==> config.mk <==
export PLATFORM = sky130hd
export DESIGN_NAME = la_capture_sched
export DESIGN_NICKNAME = d
export VERILOG_FILES = /design/src/rtl/la_capture_sched.sv
export SDC_FILE = /design/constraint.sdc
export NUM_CORES = 1
export LEC_CHECK = 0
export CELL_PAD_IN_SITES_DETAIL_PLACEMENT = 1
export CELL_PAD_IN_SITES_GLOBAL_PLACEMENT = 1
export CORE_ASPECT_RATIO = 0.5
export CORE_MARGIN = 2
export CORE_UTILIZATION = 48
export DETAILED_ROUTE_END_ITERATION = 16
export DONT_BUFFER_PORTS = 1
export GPL_TIMING_DRIVEN = 0
export PLACE_DENSITY = 0.9
export SLEW_MARGIN = 25
export SYNTH_ARGS = -nofsm -noshare
export SYNTH_HDL_FRONTEND = slang
export SYNTH_SLANG_ARGS = --single-unit
==> constraint.sdc <==
create_clock -name sys_clk -period 2.7 [get_ports sys_clk]
set_input_delay 0.81 -clock sys_clk [delete_from_list [all_inputs] [get_ports sys_clk]]
set_output_delay 0.81 -clock sys_clk [all_outputs]
set_load 0.01 [all_outputs]
==> src/rtl/la_capture_sched.sv <==
// Run-mode scheduler: arms sample_ctrl, forces AUTO timeouts, swaps ping-pong banks at frame start (LA_CAPTURE_STATS_EN adds counters).
// Latency: start -> trigger_en next cycle; finished/frame_vs edges are registered and act one cycle after the input edge.
// Backpressure: none; stop aborts any state on the next cycle, start is ignored while busy.
module la_capture_sched #(
    parameter int               TMO_W   = 24,
    parameter logic [TMO_W-1:0] TMO_VAL = TMO_W'(5000000),
    parameter int               HOLD_W  = 16
) (
    input  logic              sys_clk,
    input  logic              sys_rst,
    input  logic [1:0]        run_mode,
    input  logic              start,
    input  logic              stop,
    input  logic [HOLD_W-1:0] holdoff,
    input  logic              finished,
    input  logic              frame_vs,
    output logic              trigger_en,
    output logic              force_trig,
    output logic              wr_bank,
    output logic              rd_bank,
    output logic              busy,
    output logic              done
`ifdef LA_CAPTURE_STATS_EN
    ,
    output logic [15:0]       frame_cnt,
    output logic [15:0]       force_cnt
`endif
);

    typedef enum logic [2:0] {
        S_IDLE,
        S_ARM,
        S_WAIT_CAP,
        S_SWAP_WT,
        S_HOLD
    } state_t;

    localparam logic [1:0]       MODE_SINGLE = 2'd0;
    localparam logic [1:0]       MODE_AUTO   = 2'd2;
    localparam logic [TMO_W-1:0] TMO_LAST    = TMO_VAL - 1'b1;

    state_t              state;
    state_t              state_nxt;
    logic [1:0]          mode_r;
    logic                finished_d;
    logic                vs_d;
    logic                fin_rise;
    logic                vs_rise;
    logic [TMO_W-1:0]    tmo_cnt;
    logic [HOLD_W-1:0]   hold_cnt;
    logic                is_auto;
    logic                is_single;
    logic                swap_go;
    logic                force_go;

    assign is_auto   = (mode_r == MODE_AUTO);
    assign is_single = (mode_r == MODE_SINGLE);
    assign swap_go   = (state == S_SWAP_WT) && vs_rise && !stop;
    // A finish edge in the timeout cycle wins over the forced trigger.
    assign force_go  = (state == S_WAIT_CAP) && is_auto && (tmo_cnt == TMO_LAST)
                       && !fin_rise && !stop;
    assign rd_bank   = ~wr_bank;

    always_ff @(posedge sys_clk) begin
        if (sys_rst) begin
            state <= S_IDLE;
        end else begin
            state <= state_nxt;
        end
    end

    always_comb begin
        state_nxt = state;
        if (stop) begin
            state_nxt = S_IDLE;
        end else begin
            case (state)
                S_IDLE:     if (start) state_nxt = S_ARM;
                S_ARM:      state_nxt = S_WAIT_CAP;
                S_WAIT_CAP: if (fin_rise) state_nxt = S_SWAP_WT;
                S_SWAP_WT:  if (vs_rise) state_nxt = is_single ? S_IDLE : S_HOLD;
                S_HOLD:     if (hold_cnt >= holdoff) state_nxt = S_ARM;
                default:    state_nxt = S_IDLE;
            endcase
        end
    end

    always_comb begin
        trigger_en = 1'b0;
        force_trig = 1'b0;
        busy       = 1'b0;
        trigger_en = (state == S_ARM) && !stop;
        force_trig = force_go;
        busy       = (state != S_IDLE);
    end

    // Edges are registered, so a level already high on WAIT_CAP entry never looks like a new edge.
    always_ff @(posedge sys_clk) begin
        if (sys_rst) begin
            finished_d <= 1'b0;
            vs_d       <= 1'b0;
            fin_rise   <= 1'b0;
            vs_rise    <= 1'b0;
        end else begin
            finished_d <= finished;
            vs_d       <= frame_vs;
            fin_rise   <= finished & ~finished_d;
            vs_rise    <= frame_vs & ~vs_d;
        end
    end

    always_ff @(posedge sys_clk) begin
        if (sys_rst) begin
            mode_r   <= MODE_SINGLE;
            done     <= 1'b0;
            wr_bank  <= 1'b0;
            tmo_cnt  <= '0;
            hold_cnt <= '0;
        end else begin
            if ((state == S_IDLE) && start && !stop) begin
                mode_r <= run_mode;
                done   <= 1'b0;
            end
            // Counting past TMO_LAST to TMO_VAL and parking there gives a single force pulse.
            if (state == S_ARM) begin
                tmo_cnt <= '0;
            end else if ((state == S_WAIT_CAP) && is_auto && (tmo_cnt != TMO_VAL)) begin
                tmo_cnt <= tmo_cnt + 1'b1;
            end
            if (swap_go) begin
                wr_bank <= ~wr_bank;
                if (is_single) begin
                    done <= 1'b1;
                end
            end
            if (swap_go) begin
                hold_cnt <= '0;
            end else if ((state == S_HOLD) && (hold_cnt != '1)) begin
                hold_cnt <= hold_cnt + 1'b1;
            end
        end
    end

`ifdef LA_CAPTURE_STATS_EN
    always_ff @(posedge sys_clk) begin
        if (sys_rst) begin
            frame_cnt <= '0;
            force_cnt <= '0;
        end else begin
            if (swap_go) begin
                frame_cnt <= frame_cnt + 1'b1;
            end
            if (force_go) begin
                force_cnt <= force_cnt + 1'b1;
            end
        end
    end
`endif

endmodule

==> results by group, run 1 <==
GRT
  – Tot GR Track Use: 25.1%
  – Vias in the first global route: roughly 2800
  – First-pass GRT wire length: 13.3 mm
  – Overflow left after global routing: 0
  – Initial antenna violation count: 0
  – Largest net degree at the start of global routing: 17

Drt
  – Via density: ~6.0
  – Drt wl/cell: about 18 um
  – Total Routed Length: 8.06 mm
  – Via count: 2729
  – First-pass DRT Iterations: 4
  – Antenna viol nets, final: 0
  – DRT iter0 DRCs: 103
  – DRC violations left: 0

Cells and area
  – Synth-to-layout area growth: 9.76%
  – Multi-input logic area: 0.00183 mm2
  – Design Area, Final: 0.00326 mm2
  – Number of nets in the layout: 409
  – # fillers: 727
  – Final cell count without fillers: approximately 450
  – Layout cell share with drive strength beyond 1: 6.83%
  – Register area: 0.00102 mm2
  – Antenna cells: 0

Timing
  – Period utilization: between 90 and 100%
  – Final Max Slew Viols: 0
  – Fmax: 391 MHz
  – Rel. slew slack: 44.5%
  – Worst-margin pin slew: about 0.83 ns
  – Min cycle time layout: 2.56 ns
  – RSZ-0062 raised after global routing: no
  – Clk_skew: ~0.0084 ns
  – Setup-failing EPs final: 0
  – Fin. Hold Viols: 0
  – Final WS setup: 0.142 ns

Synth
  – Mapped cell area: 0.00297 mm2
  – Post-synth net total: 402
  – Main combinational cell family by area after synthesis: simple AND/OR/NAND/NOR gates
  – Mux contribution to synthesized area: under 10%
  – Yosys warns: 0
  – Synthesized-area fraction occupied by adder cells: 7.99%
  – Sequential share of the synthesized area: about a third
  – Most used DFF post-synth: dfxtp_1
  – Post-synth cell types: 45
  – Count of mapped cells out of synthesis: 359
  – Synthesized area per cell: between 8 and 9 um2
  – Area fraction in compound gates after synthesis: approximately an eighth
  – Xor-xnor portion of the synthesized cell area: 6.18%
  – Seq cells post-synth: 51
  – Async set-or-reset flop fraction in the synthesized netlist: 0%
  – Simple-gate share of the synthesized area: between 30% and 40%
  – Post-synth EDFFs: 0

Setup path
  – Crit Reg-Reg Startpoint: tmo_cnt[7]
  – Worst path cell trace: nor3b_2, and2_1, buf_4, nand2_1, nor4_4
  – Critical Path RT: 1.89 ns
  – Critical Path End Type: output pin
  – Flop-to-flop setup slack: 0.33 ns
  – WP data arrival: 1.75 ns
  – Slowest cell delay on critical path: between 0.3 and 0.4 ns
  – Kind of critical path: reg2out
  – Critical path's slowest cell: dfxtp_1
  – Reg-to-Reg End: tmo_cnt[18]
  – Crit-path max FO: 16
  – FF-to-FF path depth: 6
  – Setup crit start kind: flop

Floorplan
  – Die area: 0.00688 mm2
  – I/O pins: 30
  – Total core area: 0.00603 mm2
  – Initial Util: 49.3%
  – DIE WIDTH: 115 um
  – Die span in y: 59.7 um
  – Num rows: 20

Pwr
  – Switching share of power: 22.6%
  – VDD IR max: slightly above 0.2 mV
  – Power density cells: 454 mW/mm2
  – Internal: 1.15 mW
  – Psw: 0.335 mW
  – Clock share of power: between 40% and 50%
  – Logic gate share of total power: between 4 and 5%
  – Sequential share of power: 51.6%
  – Leak: around 1.1 nW

Clock network
  – Number of CTS-inserted buffers: 5
  – Root buffer cell: clkbuf_16
  – H-tree depth: 2
  – Worst-path clk slew: about 0.070 ns
  – CTS tree: built
  – Clk sink count: roughly 50
  – Clock Tree Buf Depth: 2
  – Clock latency on the worst-skew pair: about 0.3 ns

Place
  – Post-place instance area: 0.00308 mm2
  – Dpl ws: -0.197 ns
  – HPWL Detailed: 5.87 mm
  – Global placement routability congestion: 0.864
  – Placed instance count: around 450
  – Port-buffer cells: 0

Min path
  – Critical hold path startpoint: finished_d
  – Tightest Hold Check Type: reg2reg
  – Hold depth: 1
  – WHS Endpoint: fin_rise

Run
  – Max Cap Viol: 0

Run status
  – Run status: finished, final reports clean
[worst max path at each step]
stage,to,startpoint,cells past startpoint,slack [ns]
floorplan,force_trig,stop,2,0.23
global placement,force_trig,state[0],6,-0.13
detailed placement,force_trig,state[0],6,-0.20
CTS,force_trig,state[2],6,0.05
global route,force_trig,mode_r[1],5,0.03
finish,force_trig,state[0],5,0.14
[cell usage after synthesis, types with 6 or more instances]
library cell | count | area [um2]
inv_1 | 21 | 78.8
dfxtp_1 | 51 | 1020
nor4_1 | 6 | 37.5
clkbuf_1 | 9 | 33.8
xor2_1 | 7 | 61.3
nand3_1 | 22 | 110
nand2_1 | 20 | 75.1
ha_1 | 19 | 238
a21oi_1 | 27 | 135
or4_1 | 7 | 52.6
nor2_1 | 34 | 128
a211oi_1 | 8 | 60.1
or3_1 | 15 | 93.8
nand4_1 | 15 | 93.8
xnor2_1 | 14 | 123
nor3_1 | 7 | 35.0
o21ai_0 | 19 | 95.1
[metrics by stage]
stage / hold slack (ns) / power [mW] / setup TNS [ns] / util [%]
after global placement: 0.374 / 0.844 / -0.125 / 51.1
after CTS: 0.401 / 1.49 / 0 / 53.8
final: 0.408 / 1.48 / 0 / 54.1
after detailed placement: 0.386 / 0.850 / -0.197 / 51.1
after floorplan: 0.367 / 0.831 / 0 / -
after global routing: 0.419 / 1.52 / 0 / 54.1
[metal layers]
metal	vias up	share of wire (%)	global-route usage, %
met3	14	3.4	5.58
met5	-	0	0
met1	1346	43	29.1
li1	1322	-	-
met4	0	1.8	9.47
met2	47	52	46.3
[critical path, delay by kind of cell (launching register included)]
family | cells | cell delay, ns
flip-flops | 1 | 0.39
buffers and inverters | 1 | 0.21
AND/OR/NAND/NOR | 4 | 0.84
[cell families after synthesis]
family                   Yosys count
adder cells (fa/ha/maj)           19
flip-flops                        51
AO/OA/AOI/OAI                     66
buffers and inverters             36
multiplexers                       4
AND/OR/NAND/NOR                  162
XOR/XNOR                          21
[cell type report]
class                      count  area share (%)
buffer                        14            2.30
clock buffer                   6            4.25
clock inverter                 1           0.153
inverter                      21            2.41
multi-input combinational    272            56.0
sequential                    51            31.3
tap                           88            3.37
timing repair buffer           1           0.230
[power groups by stage]
stage	Clock [mW]	Combinational, mW	Sequential [mW]
after floorplan	0	0.0515	0.779
after global placement	0	0.0635	0.781
after detailed placement	0	0.0688	0.781
after CTS	0.655	0.0697	0.764
after global routing	0.681	0.0786	0.765
final	0.647	0.0693	0.764
[registers in the layout, summed over array words and instances (netlist names)]
register,count
vs_rise,1
hold_cnt,16
tmo_cnt,24
mode_r,2
vs_d,1
wr_bank,1
state,3
done,1
fin_rise,1
finished_d,1
[what timing repair did]
| item | CTS | global route |
|---|---|---|
| hold buffers | 0 | 0 |
| resized for setup | 4 | 2 |
| endpoints found under the setup margin | 1 | 1 |
| pin swaps | 0 | 2 |
| buffers inserted | 0 | 1 |
[cells in the final DEF, fill, tap and decap left out, drive strengths merged, types with 15 or more instances in the layout]
| master | instances |
|---|---|
| clkbuf | 15 |
| o21ai | 19 |
| nand4 | 16 |
| nand3 | 22 |
| dfxtp | 51 |
| ha | 19 |
| nor2 | 34 |
| nand2 | 20 |
| a21oi | 27 |
| or3 | 16 |
| inv | 21 |
Power figures use the tool's default switching activity.
==> run 2: changes to the inputs <==
--- a/config.mk
+++ b/config.mk
@@ -10,6 +10,7 @@
 export CORE_ASPECT_RATIO = 0.5
 export CORE_MARGIN = 2
 export CORE_UTILIZATION = 48
+export CTS_CLUSTER_DIAMETER = 60
 export DETAILED_ROUTE_END_ITERATION = 16
 export DONT_BUFFER_PORTS = 1
 export GPL_TIMING_DRIVEN = 0
==> results of run 2 <==
The final DEF is identical to that of run 1; final timing and power are the same.
